$ cat src/rtl/paddle_ctrl.sv
// rtl/paddle_ctrl.sv - paddle sequencer: game tick, datapath strobe, erase/redraw over shared plot port
//
// Purpose: once per game tick, optionally step the paddle datapath, then win the
// shared plot port. While holding it, erase the old paddle row and draw the new one,
// one pixel per granted cycle.
//
// Ports:
//   clk, resetn        system clock, synchronous active-low reset
//   left, right        button levels, captured when a move sequence starts
//   next_x             registered X0 returned by the paddle datapath
//   gnt                plot-port grant from the framebuffer arbiter
//   pos_x              current paddle left edge (datapath X input)
//   dp_en              one-cycle datapath step strobe
//   dp_left, dp_right  captured button levels for the datapath
//   req                plot-port request, REQ through DRAW
//   plot, vga_x,       pixel write strobe, column, row and colour
//   vga_y, colour
//   busy               sequencer is not idle

module paddle_ctrl #(
    parameter int unsigned PADDLE_W = 40,
    parameter logic [6:0]  PADDLE_Y = 7'd110,
    parameter logic [7:0]  X_INIT   = 8'd70,
    parameter int unsigned TICK_DIV = 833333,
    parameter logic [2:0]  COLOUR   = 3'b111
) (
    input  logic       clk,
    input  logic       resetn,
    input  logic       left,
    input  logic       right,
    input  logic [7:0] next_x,
    input  logic       gnt,
    output logic [7:0] pos_x,
    output logic       dp_en,
    output logic       dp_left,
    output logic       dp_right,
    output logic       req,
    output logic       plot,
    output logic [8:0] vga_x,
    output logic [6:0] vga_y,
    output logic [2:0] colour,
    output logic       busy
);

    localparam int CNT_W = $clog2(TICK_DIV);
    localparam int I_W   = $clog2(PADDLE_W);

    typedef enum logic [2:0] {
        S_IDLE,
        S_REQ,
        S_MOVE,
        S_LATCH,
        S_ERASE,
        S_DRAW,
        S_DONE
    } state_t;

    state_t             state_q, state_d;
    logic [CNT_W-1:0]   tick_cnt_q, tick_cnt_d;
    logic               pending_q, pending_d;
    logic               first_draw_q, first_draw_d;
    logic               mv_l_q, mv_l_d;
    logic               mv_r_q, mv_r_d;
    logic [7:0]         cur_x_q, cur_x_d;
    logic [7:0]         new_x_q, new_x_d;
    logic [I_W-1:0]     i_q, i_d;
    logic               pix_vld_q, pix_vld_d;
    logic [8:0]         vga_x_q, vga_x_d;
    logic [2:0]         colour_q, colour_d;

    logic               tick;
    logic               last_px;
    logic [I_W-1:0]     i_inc;

    assign tick    = (tick_cnt_q == CNT_W'(TICK_DIV - 1));
    assign last_px = (i_q == I_W'(PADDLE_W - 1));
    assign i_inc   = i_q + 1'b1;

    always_ff @(posedge clk) begin
        if (!resetn) begin
            state_q      <= S_IDLE;
            tick_cnt_q   <= '0;
            pending_q    <= 1'b0;
            first_draw_q <= 1'b1;
            mv_l_q       <= 1'b0;
            mv_r_q       <= 1'b0;
            cur_x_q      <= X_INIT;
            new_x_q      <= X_INIT;
            i_q          <= '0;
            pix_vld_q    <= 1'b0;
            vga_x_q      <= '0;
            colour_q     <= '0;
        end else begin
            state_q      <= state_d;
            tick_cnt_q   <= tick_cnt_d;
            pending_q    <= pending_d;
            first_draw_q <= first_draw_d;
            mv_l_q       <= mv_l_d;
            mv_r_q       <= mv_r_d;
            cur_x_q      <= cur_x_d;
            new_x_q      <= new_x_d;
            i_q          <= i_d;
            pix_vld_q    <= pix_vld_d;
            vga_x_q      <= vga_x_d;
            colour_q     <= colour_d;
        end
    end

    always_comb begin
        state_d      = state_q;
        tick_cnt_d   = tick ? '0 : tick_cnt_q + 1'b1;
        // Ticks arriving while busy collapse into this single pending bit.
        pending_d    = pending_q | tick;
        first_draw_d = first_draw_q;
        mv_l_d       = mv_l_q;
        mv_r_d       = mv_r_q;
        cur_x_d      = cur_x_q;
        new_x_d      = new_x_q;
        i_d          = i_q;
        pix_vld_d    = pix_vld_q;
        vga_x_d      = vga_x_q;
        colour_d     = colour_q;

        case (state_q)
            S_IDLE: begin
                // The tick itself counts as pending so REQ follows it directly.
                if (pending_q || tick) begin
                    pending_d = 1'b0;
                    if (left || right || first_draw_q) begin
                        state_d = S_REQ;
                        mv_l_d  = left;
                        mv_r_d  = right;
                    end
                end
            end
            S_REQ: begin
                if (gnt) begin
                    state_d = S_MOVE;
                end
            end
            S_MOVE: begin
                state_d = S_LATCH;
            end
            S_LATCH: begin
                // next_x was registered by the datapath on the dp_en edge.
                new_x_d = first_draw_q ? cur_x_q : next_x;
                i_d     = '0;
                if (first_draw_q) begin
                    state_d   = S_DRAW;
                    pix_vld_d = 1'b1;
                    vga_x_d   = 9'(cur_x_q);
                    colour_d  = COLOUR;
                end else if (next_x == cur_x_q) begin
                    state_d = S_DONE;
                end else begin
                    state_d   = S_ERASE;
                    pix_vld_d = 1'b1;
                    vga_x_d   = 9'(cur_x_q);
                    colour_d  = 3'b000;
                end
            end
            S_ERASE: begin
                // The presented pixel is consumed only in a granted cycle.
                if (gnt) begin
                    if (last_px) begin
                        state_d  = S_DRAW;
                        i_d      = '0;
                        vga_x_d  = 9'(new_x_q);
                        colour_d = COLOUR;
                    end else begin
                        i_d     = i_inc;
                        vga_x_d = 9'(cur_x_q) + 9'(i_inc);
                    end
                end
            end
            S_DRAW: begin
                if (gnt) begin
                    if (last_px) begin
                        state_d      = S_DONE;
                        pix_vld_d    = 1'b0;
                        cur_x_d      = new_x_q;
                        first_draw_d = 1'b0;
                    end else begin
                        i_d     = i_inc;
                        vga_x_d = 9'(new_x_q) + 9'(i_inc);
                    end
                end
            end
            S_DONE: begin
                state_d = S_IDLE;
            end
            default: begin
                state_d = S_IDLE;
            end
        endcase
    end

    assign pos_x    = cur_x_q;
    assign dp_en    = (state_q == S_MOVE) && !first_draw_q;
    assign dp_left  = mv_l_q;
    assign dp_right = mv_r_q;
    assign req      = (state_q == S_REQ)   || (state_q == S_MOVE) ||
                      (state_q == S_LATCH) || (state_q == S_ERASE) ||
                      (state_q == S_DRAW);
    // A held-off grant suppresses the strobe in the same cycle; the pixel stays presented.
    assign plot     = pix_vld_q & gnt;
    assign vga_x    = vga_x_q;
    assign vga_y    = PADDLE_Y;
    assign colour   = colour_q;
    assign busy     = (state_q != S_IDLE);

endmodule
$ cat config.mk
export PLATFORM = sky130hd
export DESIGN_NAME = paddle_ctrl
export DESIGN_NICKNAME = d
export VERILOG_FILES = /design/src/rtl/paddle_ctrl.sv
export SDC_FILE = /design/constraint.sdc
export NUM_CORES = 1
export LEC_CHECK = 0
export CORE_MARGIN = 1
export CORE_UTILIZATION = 30
export CTS_CLUSTER_DIAMETER = 60
export CTS_CLUSTER_SIZE = 30
export DETAILED_ROUTE_END_ITERATION = 10
export DONT_BUFFER_PORTS = 1
export PLACE_DENSITY = 0.44
export SLEW_MARGIN = 10
export SYNTH_ARGS = -nofsm -noshare
export SYNTH_HDL_FRONTEND = slang
export SYNTH_SLANG_ARGS = --single-unit
$ cat constraint.sdc
create_clock -name clk -period 5 [get_ports clk]
set_clock_uncertainty 0.2 [all_clocks]
set_input_delay 0.75 -clock clk [delete_from_list [all_inputs] [get_ports clk]]
set_output_delay 0.75 -clock clk [all_outputs]
set_load 0.01 [all_outputs]
==> run_results.csv, run 1 <==
group,metric,value,unit
worst_setup_path,reg2reg_depth,9,
clocking,tritoncts,"yes",
clocking,ctsHtreeMaxLevel,3,
timing,relSlewSlack,43.61,%
grt,grt_pass1_wl,15.90,mm
timing,tightest_slew,0.8447,ns
final_layout,fillers,1294,
place,gp_congestion,0.7672,
timing,fmax,352.2,MHz
timing,finalSetupViolCount,0,
worst_setup_path,crit_chain,"ha_1 -> xor2_1 -> ha_1 -> a21o_1 -> a211oi_1 -> nor2_1 -> o2111a_1 -> a41oi_1 -> o22ai_1",
route,wire_per_inst,17.03,um
synth,ys_ff_latch,60,
synth,yosysTopAreaCellShare,32.47,%
worst_setup_path,slowest_delay,0.39,ns
synth,synth_cell_types,67,
floorplanning,die_h,113.1,um
timing,holdWs,0.2750,ns
timing,hold_viol,0,
worst_setup_path,cp.arrival,2.84,ns
synth,async_flop_share,0,%
clocking,path_clk_slew,0.06,ns
timing,slew_violations,0,
route,drt-total-wl,9.930,mm
floorplanning,core_area,12010,um^2
synth,postSynthCellCount,444,
place,placed_cell_area,3737,um^2
clocking,postCtsSetupBuffers,0,
power_and_ir_drop,leakagePower,1.627,nW
clocking,clock_latency,0.34,ns
worst_setup_path,cp.required,5.00,ns
worst_setup_path,crit_top_cell,"ha_1",
route,ant_nets,0,
final_layout,final_util,33.42,%
floorplanning,die_w,113.1,um
timing,post-route-period-util,56.78,%
timing,rsz0062_at_grt,"no",
clocking,cts_buffer_depth,2,
place,io_buffers,0,
final_layout,finalNonFillerCells,583,
power_and_ir_drop,p_per_area,280.2,nW/um^2
floorplanning,die_area,12780,um^2
clocking,root_buffer,"clkbuf_16",
worst_setup_path,cpMaxStageDelayCell,"dfxtp_1",
synth,mappedNetlistArea,3700,um^2
route,drc,0,
worst_hold_path,hold_class,"reg2reg",
clocking,cts.sinks,60,
place,dp_cells,567,
route,vias,3028,
synth,synth_top_area_cell,"dfxtp_1",
clocking,hold_buffers,0,
final_layout,drive_above_1_share,6.881,%
worst_hold_path,holdPathStages,1,
job,cap_violations,0,
worst_setup_path,crit_path_max_fanout,5,
power_and_ir_drop,peakVddDrop,0.1579,mV
grt,grt_max_degree,45,
clocking,cts_buffers,9,
final_layout,most-common-layout-cells,"68 x nand2_1, 60 x dfxtp_1, 39 x nor2_1",
final_layout,nNetsFinal,462,
synth,yosysWarnings,0,
worst_setup_path,critPathLaunchType,"register",
grt,antenna_found_initial,0,
floorplanning,io_pins,46,
final_layout,syn_to_final_growth,8.488,%
final_layout,fin_area,4014,um^2
route,vias_per_cell,5.194,
floorplanning,rows,40,
final_layout,num_antenna_cells,0,
synth,ys.flop_type,"dfxtp_1",
synth,yosys-top-cells-area,"dfxtp_1 32%, nand2_1 6.9%, xor2_1 5.4%, ha_1 5.4%, mux2i_1 4.1%",
grt,gr-usage-all-layers,16.70,%
timing,fin_crit,2.839,ns
clocking,cts_repair_resize_count,0,
outcome,status,"complete, no violations",
synth,avgSynthCellArea,8.333,um^2
final_layout,mostFrequentLayoutCell,"nand2_1",
synth,synth-edff-count,0,
place,post-dp-hpwl,7.142,mm
worst_setup_path,worstSetupPathType,"reg2reg",
route,drt_iter0_markers,179,
grt,grt_pass1_vias,2898,
route,first_pass_iters,4,
synth,synth-seq-area-share,32.47,%
floorplanning,initial_utilization,30.80,%
grt,grt_overflow_total,0,
worst_setup_path,worst_setup_path_end_kind,"register",
timing,final.setup.tns,0,ns
[synthesized netlist by cell type, types with 11 or more instances]
cell,instances
buf_4,12
nand3_1,18
mux2i_1,15
a21oi_1,16
nand2_1,68
dfxtp_1,60
xnor2_1,14
clkbuf_1,13
o21ai_0,12
nor2_1,39
nor2b_1,11
xor2_1,23
ha_1,16
[layout make-up]
cell class / instances / area, um^2 / area share (%)
Sequential cell: 60 / 1201 / 29.93
Clock buffer: 9 / 225.2 / 5.611
Inverter: 8 / 30.03 / 0.7481
Timing Repair Buffer: 2 / 15.01 / 0.3741
Tap cell: 147 / 183.9 / 4.582
Clock inverter: 7 / 51.30 / 1.278
Multi-Input combinational cell: 350 / 2307 / 57.48
[registers in the layout (all words and copies together) (netlist names)]
name / cells
tick_cnt_q: 20
vga_x: 9
new_x_q: 8
pos_x: 8
i_q: 6
state_q: 3
colour: 1
dp_left: 1
dp_right: 1
first_draw_q: 1
pending_q: 1
pix_vld_q: 1
[critical path, delay by kind of cell, from the launching register on]
family          cells  cell delay (ns)
compound gates      5             1.03
xor+xnor            1             0.36
fa+ha+maj           2             0.61
flops               1             0.39
simple gates        1             0.11
[cells by family after synthesis]
kind of cell	after synthesis	share of synthesized area, %
other cells	2	0.2030
fa+ha+maj	18	6.493
flops	60	32.47
buf+inv	39	5.681
xor+xnor	37	8.759
mux	15	4.058
simple gates	177	23.34
compound gates	96	19.01
[stage by stage]
step / power [W] / worst slack, ns
finish: 0.001125 / 2.161
global route: 0.001180 / 2.006
CTS: 0.001146 / 2.164
detailed placement: 0.0005595 / 2.166
global placement: 0.0005595 / 2.218
floorplan: 0.0005565 / 2.581
[routing by layer]
metal  vias to the layer above  share of wire [%]  GRT usage, %
li1                       1521                  -             -
met1                      1439                 43         18.91
met2                        57                 49         28.67
met3                        11                6.6         6.535
met4                         0                1.6         5.526
met5                         -                  0             0
[final timing paths]
check,from,end,slack (ns)
setup / recovery,i_q[0],vga_x[8],2.16
hold / removal,tick_cnt_q[0],tick_cnt_q[0],0.27
setup reg to reg,i_q[0],vga_x[8],2.16
hold reg to reg,tick_cnt_q[0],tick_cnt_q[0],0.27
[report_power, final]
group / internal [W] / switching, W / leakage (nW) / total (W)
clock: 0.000337 / 0.000239 / 0.132 / 0.000575
sequential: 0.000484 / 0.00000601 / 0.484 / 0.000490
combinational: 0.0000210 / 0.0000386 / 1.01 / 0.0000596
total: 0.000842 / 0.000283 / 1.63 / 0.00112
Power figures use the tool's default switching activity.
==> run 2: changes to the inputs <==
==> constraint.sdc (replaced) <==
create_clock -name clk -period 2.7 [get_ports clk]
set_clock_uncertainty 0.2 [all_clocks]
set_input_delay 0.405 -clock clk [delete_from_list [all_inputs] [get_ports clk]]
set_output_delay 0.405 -clock clk [all_outputs]
set_load 0.01 [all_outputs]
==> run 2 against run 1 <==
Net effect:
- flip-flop and latch count unchanged
- combinational power up 98%
- fmax up 12%
- highest routed layer unchanged
- routed wire length up 5.1%
- core utilization up 1.9 points
- largest power group unchanged
- global-route usage up 1.0 points
- via count up 3.9%
==> run_results.csv, run 2 (same netlist as run 1, synthesis figures left out) <==
group,metric,value,unit
final_layout,mostFrequentLayoutCell,"nand2_1",
place,post-dp-hpwl,7.506,mm
clocking,tritoncts,"yes",
place,dp_cells,585,
floorplanning,rows,40,
floorplanning,die_w,113.1,um
route,wire_per_inst,17.31,um
grt,grt_overflow_total,0,
outcome,status,"complete, no violations",
final_layout,drive_above_1_share,12.72,%
job,cap_violations,0,
timing,slew_violations,0,
final_layout,syn_to_final_growth,14.64,%
route,first_pass_iters,5,
place,gp_congestion,0.9172,
final_layout,num_antenna_cells,0,
floorplanning,initial_utilization,30.80,%
clocking,ctsHtreeMaxLevel,3,
power_and_ir_drop,p_per_area,520.0,nW/um^2
timing,post-route-period-util,93.72,%
place,io_buffers,0,
route,routed.top_layer,"met4",
final_layout,finalNonFillerCells,603,
route,drt_iter0_markers,177,
route,drt-total-wl,10.44,mm
power_and_ir_drop,peakVddDrop,0.2358,mV
floorplanning,die_area,12780,um^2
grt,grt_max_degree,32,
grt,antenna_found_initial,0,
clocking,cts.sinks,60,
worst_setup_path,critPathLaunchType,"register",
worst_setup_path,worst_setup_path_end_kind,"register",
timing,tightest_slew,0.8741,ns
worst_setup_path,cp.required,2.70,ns
final_layout,nNetsFinal,482,
power_and_ir_drop,leakagePower,1.734,nW
floorplanning,io_pins,46,
route,drc,0,
worst_setup_path,worstSetupPathType,"reg2reg",
route,ant_nets,0,
worst_setup_path,crit_path_max_fanout,5,
timing,hold_viol,0,
clocking,path_clk_slew,0.06,ns
worst_setup_path,reg2reg_depth,10,
worst_hold_path,holdPathStages,1,
clocking,cts_buffer_depth,2,
route,met1Wirelength,4.740,mm
floorplanning,die_h,113.1,um
clocking,cts_buffers,9,
timing,relSlewSlack,41.54,%
grt,grt_pass1_vias,3049,
route,vias_per_cell,5.216,
clocking,root_buffer,"clkbuf_16",
worst_hold_path,hold_class,"in2reg",
grt,gr-usage-all-layers,17.70,%
route,wl_met2,5.016,mm
final_layout,largest-register,"tick_cnt_q",
clocking,clock_latency,0.34,ns
timing,final.setup.tns,0,ns
floorplanning,core_area,12010,um^2
route,vias,3145,
route,route.met3.wl,494,um
final_layout,most-common-layout-cells,"68 x nand2_1, 57 x dfxtp_1, 39 x nor2_1",
timing,fmax,395.2,MHz
timing,finalSetupViolCount,0,
worst_setup_path,cp.arrival,2.53,ns
grt,grt_pass1_wl,16.91,mm
final_layout,largest_register_ff_count,20,
timing,fin_crit,2.530,ns
run 2: cell types whose count changed in the layout (fill, tap and decap cells not counted), sizes merged, moves of 2 or more:
cell | before | now
clkbuf | 9 | 11
buf | 2 | 21
inv | 10 | 8
clkinv | 3 | 1
run 2: cell type report:
type                            instances  area, um^2
Multi-Input combinational cell        350        2351
Clock inverter                          5       61.31
Tap cell                              147       183.9
Sequential cell                        60        1205
Clock buffer                           11       242.7
Fill cell                            1252        7770
Inverter                                8       30.03
Timing Repair Buffer                   22       167.7
run 2: layer usage:
layer / track usage, % / vias to the layer above
li1: - / 1559
met4: 7.018 / 0
met2: 28.51 / 59
met1: 22.01 / 1517
met5: 0 / -
met3: 5.517 / 10
run 2: what timing repair did:
item	CTS	global route
hold buffers	1	0
resized for setup	0	11
setup buffers	0	1
endpoints found under the hold margin	18	0
endpoints found under the setup margin	0	5
run 2: worst paths after layout:
kind,end,from,slack (ns)
worst max register to register,vga_x[8],i_q[0],0.17
worst min register to register,pix_vld_q,pix_vld_q,0.26
worst max-delay path,vga_x[8],i_q[0],0.17
worst min-delay path,i_q[5],resetn,0.02
run 2: power breakdown:
part | internal (W) | total, W | leakage [nW] | switching [W]
combinational | 0.0000419 | 0.000118 | 1.11 | 0.0000761
sequential | 0.000896 | 0.000907 | 0.486 | 0.0000119
clock | 0.000741 | 0.00118 | 0.138 | 0.000439
run 2: worst max-delay path, cell delays in order, from the launching register on:
cell      delay [ns]
dfxtp_2         0.39
ha_4            0.18
nand3_1         0.12
xnor2_2         0.23
ha_1            0.30
or2_2           0.32
nand2_1         0.07
nor2_1          0.06
o2111a_1        0.24
a41oi_1         0.17
o22ai_1         0.11
run 2: per-stage QoR:
step	setup WS (ns)	hold WS (ns)	util, %	power [W]	area, um^2
final	0.1697	0.02171	35.31	0.002205	4242
after global routing	-0.002722	0.00001105	35.31	0.002296	4242
after CTS	0.006487	0.0005401	34.85	0.002237	4187
after detailed placement	0.002892	0.2594	32.24	0.001037	3872
after global placement	0.06046	0.2528	32.24	0.001037	3872
after floorplan	0.2810	0.2372	-	0.001030	3719
==> edit 1 (settings of run 1) <==
Encoding of `state_t`: now one-hot (7 bits for 7 states).
--- a/src/rtl/paddle_ctrl.sv
+++ b/src/rtl/paddle_ctrl.sv
@@ -45,14 +45,14 @@
     localparam int CNT_W = $clog2(TICK_DIV);
     localparam int I_W   = $clog2(PADDLE_W);
 
-    typedef enum logic [2:0] {
-        S_IDLE,
-        S_REQ,
-        S_MOVE,
-        S_LATCH,
-        S_ERASE,
-        S_DRAW,
-        S_DONE
+    typedef enum logic [6:0] {
+        S_IDLE  = 7'b0000001,
+        S_REQ   = 7'b0000010,
+        S_MOVE  = 7'b0000100,
+        S_LATCH = 7'b0001000,
+        S_ERASE = 7'b0010000,
+        S_DRAW  = 7'b0100000,
+        S_DONE  = 7'b1000000
     } state_t;
 
     state_t             state_q, state_d;
Check against the original RTL: no difference found for any inputs over 10 cycles, from zero or initial values and one cycle with resetn low; not proved beyond that.
==> edit 1 against run 1 <==
- utilization rose by 1.9 points
- sequential cell count is 4 higher
- total power is 25% higher
- design area grew 7.0%
- synthesized cell count grew 4.1%
- routed wire length is 4.4% higher
- clock power grew 47%
- area after synthesis up 2.3%
- worst setup slack got worse by 26 ps
==> edit 1: results (changes against run 1) <==
Final layout
  • Layout Nets: 486 (+5.2%)
  • Layout cell share with drive strength beyond 1: 0.0674 (-0.00142)
  • Clock buffer cells: 11 (+2)
  • Multi-input gate area: 2320 um^2 (+0.71%)
  • Seq cells: 64 (+6.7%)
  • Fraction of area in registers: 0.298 (-0.000796)
  • Filler cells: 1268 (-2.0%)
  • Signal inverters: 16 (+8)
  • Non-clock buffering overhead: 0.00350 (-0.000243)
  • Non-clock buffers: 2 (unchanged)
  • Comb_multi_in: 362 (+3.4%)

Synthesis
  • Top-area cell type share of the netlist area: 0.339 (+0.0139)
  • Top post-synthesis cells by count: 64 x dfxtp_1, 59 x nor2_1, 48 x nand2_1
  • Register area share after synthesis: 0.339 (+0.0139)
  • Synth area leaders: dfxtp_1 34%, nor2_1 5.9%, ha_1 5.3%, xnor2_1 5.1%, mux2i_1 4.8%

Status
  • Outcome: completed

Worst setup path
  • CP peak stage delay: 630 ps (+240 ps)
  • Worst EP arrival: 2950 ps (+110 ps)
  • CP max FO: 7 (+2)
  • Reg2reg start: pos_x[0]

CTS
  • Root buf cell: clkbuf_16

Power and ir drop
  • P_leak: 1.67 nW (+2.9%)
  • Worst ir drop on vdd: 0.159 mV (+0.86%)

Worst hold path
  • Hold path startpoint: pix_vld_q

Global route
  • Overflow after GRT: 0 (unchanged)
  • Total track usage: 0.175 (+0.00813)
  • Largest net degree at the start of global routing: 23 (-49%)

Placed design
  • Post-DP HPWL: 7.87 mm (+10%)
  • Routability cong.: 0.833 (+8.6%)

Detailed routing
  • Detail-routed net length per standard cell: 16.5 um (-3.1%)
  • 1st-pass router iterations: 5 (+1)
  • Iteration-0 DRC count of the detailed router: 235 (+31%)
  • Via Count: 3143 (+3.8%)

Timing
  • Worst Tran Pin Value: 820 ps (-25.1 ps)
## edit 1: changes by cell type in the layout (fill, tap and decap cells not counted), moves of 8 or more
cell and change:
nand2_1 -20, nor2_1 +20, o21ai_0 +12, a21oi_1 +10, a21boi_0 -8, inv_1 +8, xnor2_1 +8, xor2_1 -8
## edit 1: cells by family (layout without fill, tap and decap cells)
group / after synthesis / count (layout) / share of synthesized area
flops: 64 / 64 / 0.339
compound gates: 95 / 95 / 0.163
xor+xnor: 37 / 37 / 0.0856
mux: 19 / 19 / 0.0506
simple gates: 186 / 186 / 0.244
other cells: 2 / 7 / 0.00198
fa+ha+maj: 18 / 18 / 0.0635
buf+inv: 41 / 34 / 0.0526
## edit 1: path summary, 6_finish.rpt
kind                to  slack, ps  cells after the start
max           vga_x[8]       2130                      9
max reg2reg   vga_x[8]       2130                      9
min reg2reg  pix_vld_q        260                      2
min          pix_vld_q        260                      2
## edit 1: stage by stage
stage / total power, mW / util / instances / worst slack [ps] / area [um^2]
floorplan: 0.572 / - / 467 / 2530 / 3800
finish: 1.41 / 0.353 / 628 / 2130 / 4290
CTS: 1.42 / 0.353 / 628 / 2130 / 4290
global placement: 0.572 / 0.320 / 612 / 2140 / 3890
detailed placement: 0.572 / 0.320 / 612 / 2150 / 3890
global route: 1.46 / 0.353 / 628 / 1980 / 4290
## edit 1: layer usage
layer	vias up	routed length, um	part of all wire	global-route usage
met5	-	0	0	0
met4	0	118	0.011	0.0528
met1	1458	5290	0.51	0.250
li1	1603	-	-	-
met3	7	609	0.059	0.0508
met2	75	4350	0.42	0.253
## edit 1: power by group
part           internal (mW)  switching, mW  leakage, nW
Clock                  0.615          0.231        0.196
Sequential             0.515         0.0118        0.516
Combinational         0.0125         0.0216        0.962
==> edit 2 (config.mk and constraints of run 1) <==
Made on the original files. Change the parameter `PADDLE_W` from 40 to 20.
--- a/src/rtl/paddle_ctrl.sv
+++ b/src/rtl/paddle_ctrl.sv
@@ -18,7 +18,7 @@
 //   busy               sequencer is not idle
 
 module paddle_ctrl #(
-    parameter int unsigned PADDLE_W = 40,
+    parameter int unsigned PADDLE_W = 20,
     parameter logic [6:0]  PADDLE_Y = 7'd110,
     parameter logic [7:0]  X_INIT   = 8'd70,
     parameter int unsigned TICK_DIV = 833333,
Behaviour: same outputs for any inputs over 10 cycles, from zero or initial values and one cycle with resetn low; that may be too few to reach the edited logic, so the function may still have changed.
==> edit 2 against run 1 <==
- sequential cell count down 1
- worst setup slack worse by 25 ps
- design area down 4.1%
- utilization about the same
- the flow now finishes with violations (design-rule violations)
- area after synthesis down 3.5%
- via count down 0.96%
- routed wire length down 2.1%
Power is not compared: it rests on default switching activity, and its combinational part moved more than twofold at a synthesized area within 25%.
==> edit 2: results (changes against run 1) <==
Status
  • Outcome: finished, violations left
  • Failing checks: design-rule violations

Detailed routing
  • Number of remaining DRC errors: 6 (+6)
  • Detail-routed net length per standard cell: 17.2 um (+1.2%)
  • Vias per Instance: 5.32 (+2.4%)
  • Wire length on met3: 722 um (+10%)
  • Met2 wire length: 3.99 mm (-18%)
  • Metal-1 WL: 4.79 mm (+13%)
  • 1st-pass router iterations: 8 (+4)

Synthesis
  • Synth area leaders: dfxtp_1 33%, nor2_1 5.8%, mux2i_1 5.0%, ha_1 4.6%, xor2_1 4.2%
  • Avg Inst Size Synth: 8.24 um^2 (-1.1%)
  • Register area share after synthesis: 0.331 (+0.00623)
  • Top post-synthesis cells by count: 59 x dfxtp_1, 55 x nor2_1, 38 x nand2_1
  • Cell variety after synth: 60 (-10%)
  • Register bit total from synthesis: 59 (-1.7%)

Worst setup path
  • CP endpoint kind: primary output
  • CP startpoint: state_q[0]
  • Reg2Reg Depth: 5 (-4)
  • Critical register-to-register path endpoint: vga_x[6]

Final layout
  • Fraction of area in multi-input gates: 0.561 (-0.0136)
  • Fraction of area in registers: 0.307 (+0.00754)
  • Clock buffer cells: 10 (+1)
  • Non-clock buffers: 0 (-2)
  • Clock buf/inv share: 0.0699 (+0.000983)
  • Signal inverters: 16 (+8)
  • Non-clock buffering overhead: 0 (-0.00374)
  • Layout Nets: 445 (-3.7%)
  • Filler cells: 1222 (-5.6%)
  • Post-route cell area: 3850 um^2 (-4.1%)

Timing
  • Hold Slack: 283 ps (+8.04 ps)

Worst hold path
  • Min-delay worst type: input pin to flip-flop
  • Hold path startpoint: resetn

Global route
  • Total track usage: 0.167 (+0.000222)
  • Largest net degree at the start of global routing: 27 (-40%)
  • Vias in the first global route: 2884 (-0.48%)
  • GRT met3 Usage: 0.0443 (-0.0211)

Placed design
  • Placed Cells: 549 (-3.2%)
  • Post-DP HPWL: 7.11 mm (-0.43%)
==> edit 2: worst max-delay path, cell delays in order, from the launching register on <==
cell,delay (ps)
dfxtp_1,770
or3_1,350
a21boi_0,460
==> edit 2: cells by family (layout without fill, tap and decap cells) <==
group	Yosys count	after routing	share of synthesized area
buffers and inverters	48	31	0.0690
adders and majority gates	15	15	0.0568
muxes	18	18	0.0505
other	2	7	0.00210
AOI/OAI and AO/OA	100	100	0.190
DFF	59	59	0.331
xor gates and xnor gates	32	32	0.0785
and+or+nand+nor	159	159	0.222
==> edit 2: power by group through the flow <==
stage | Combinational [mW] | Clock, mW | Sequential (mW)
2_1_floorplan | 0.0216 | 0 | 0.485
3_3_place_gp | 0.0196 | 0 | 0.485
3_5_place_dp | 0.0196 | 0 | 0.485
4_1_cts | 0.0197 | 0.584 | 0.475
5_1_grt | 0.0219 | 0.606 | 0.475
6_report | 0.0197 | 0.573 | 0.475
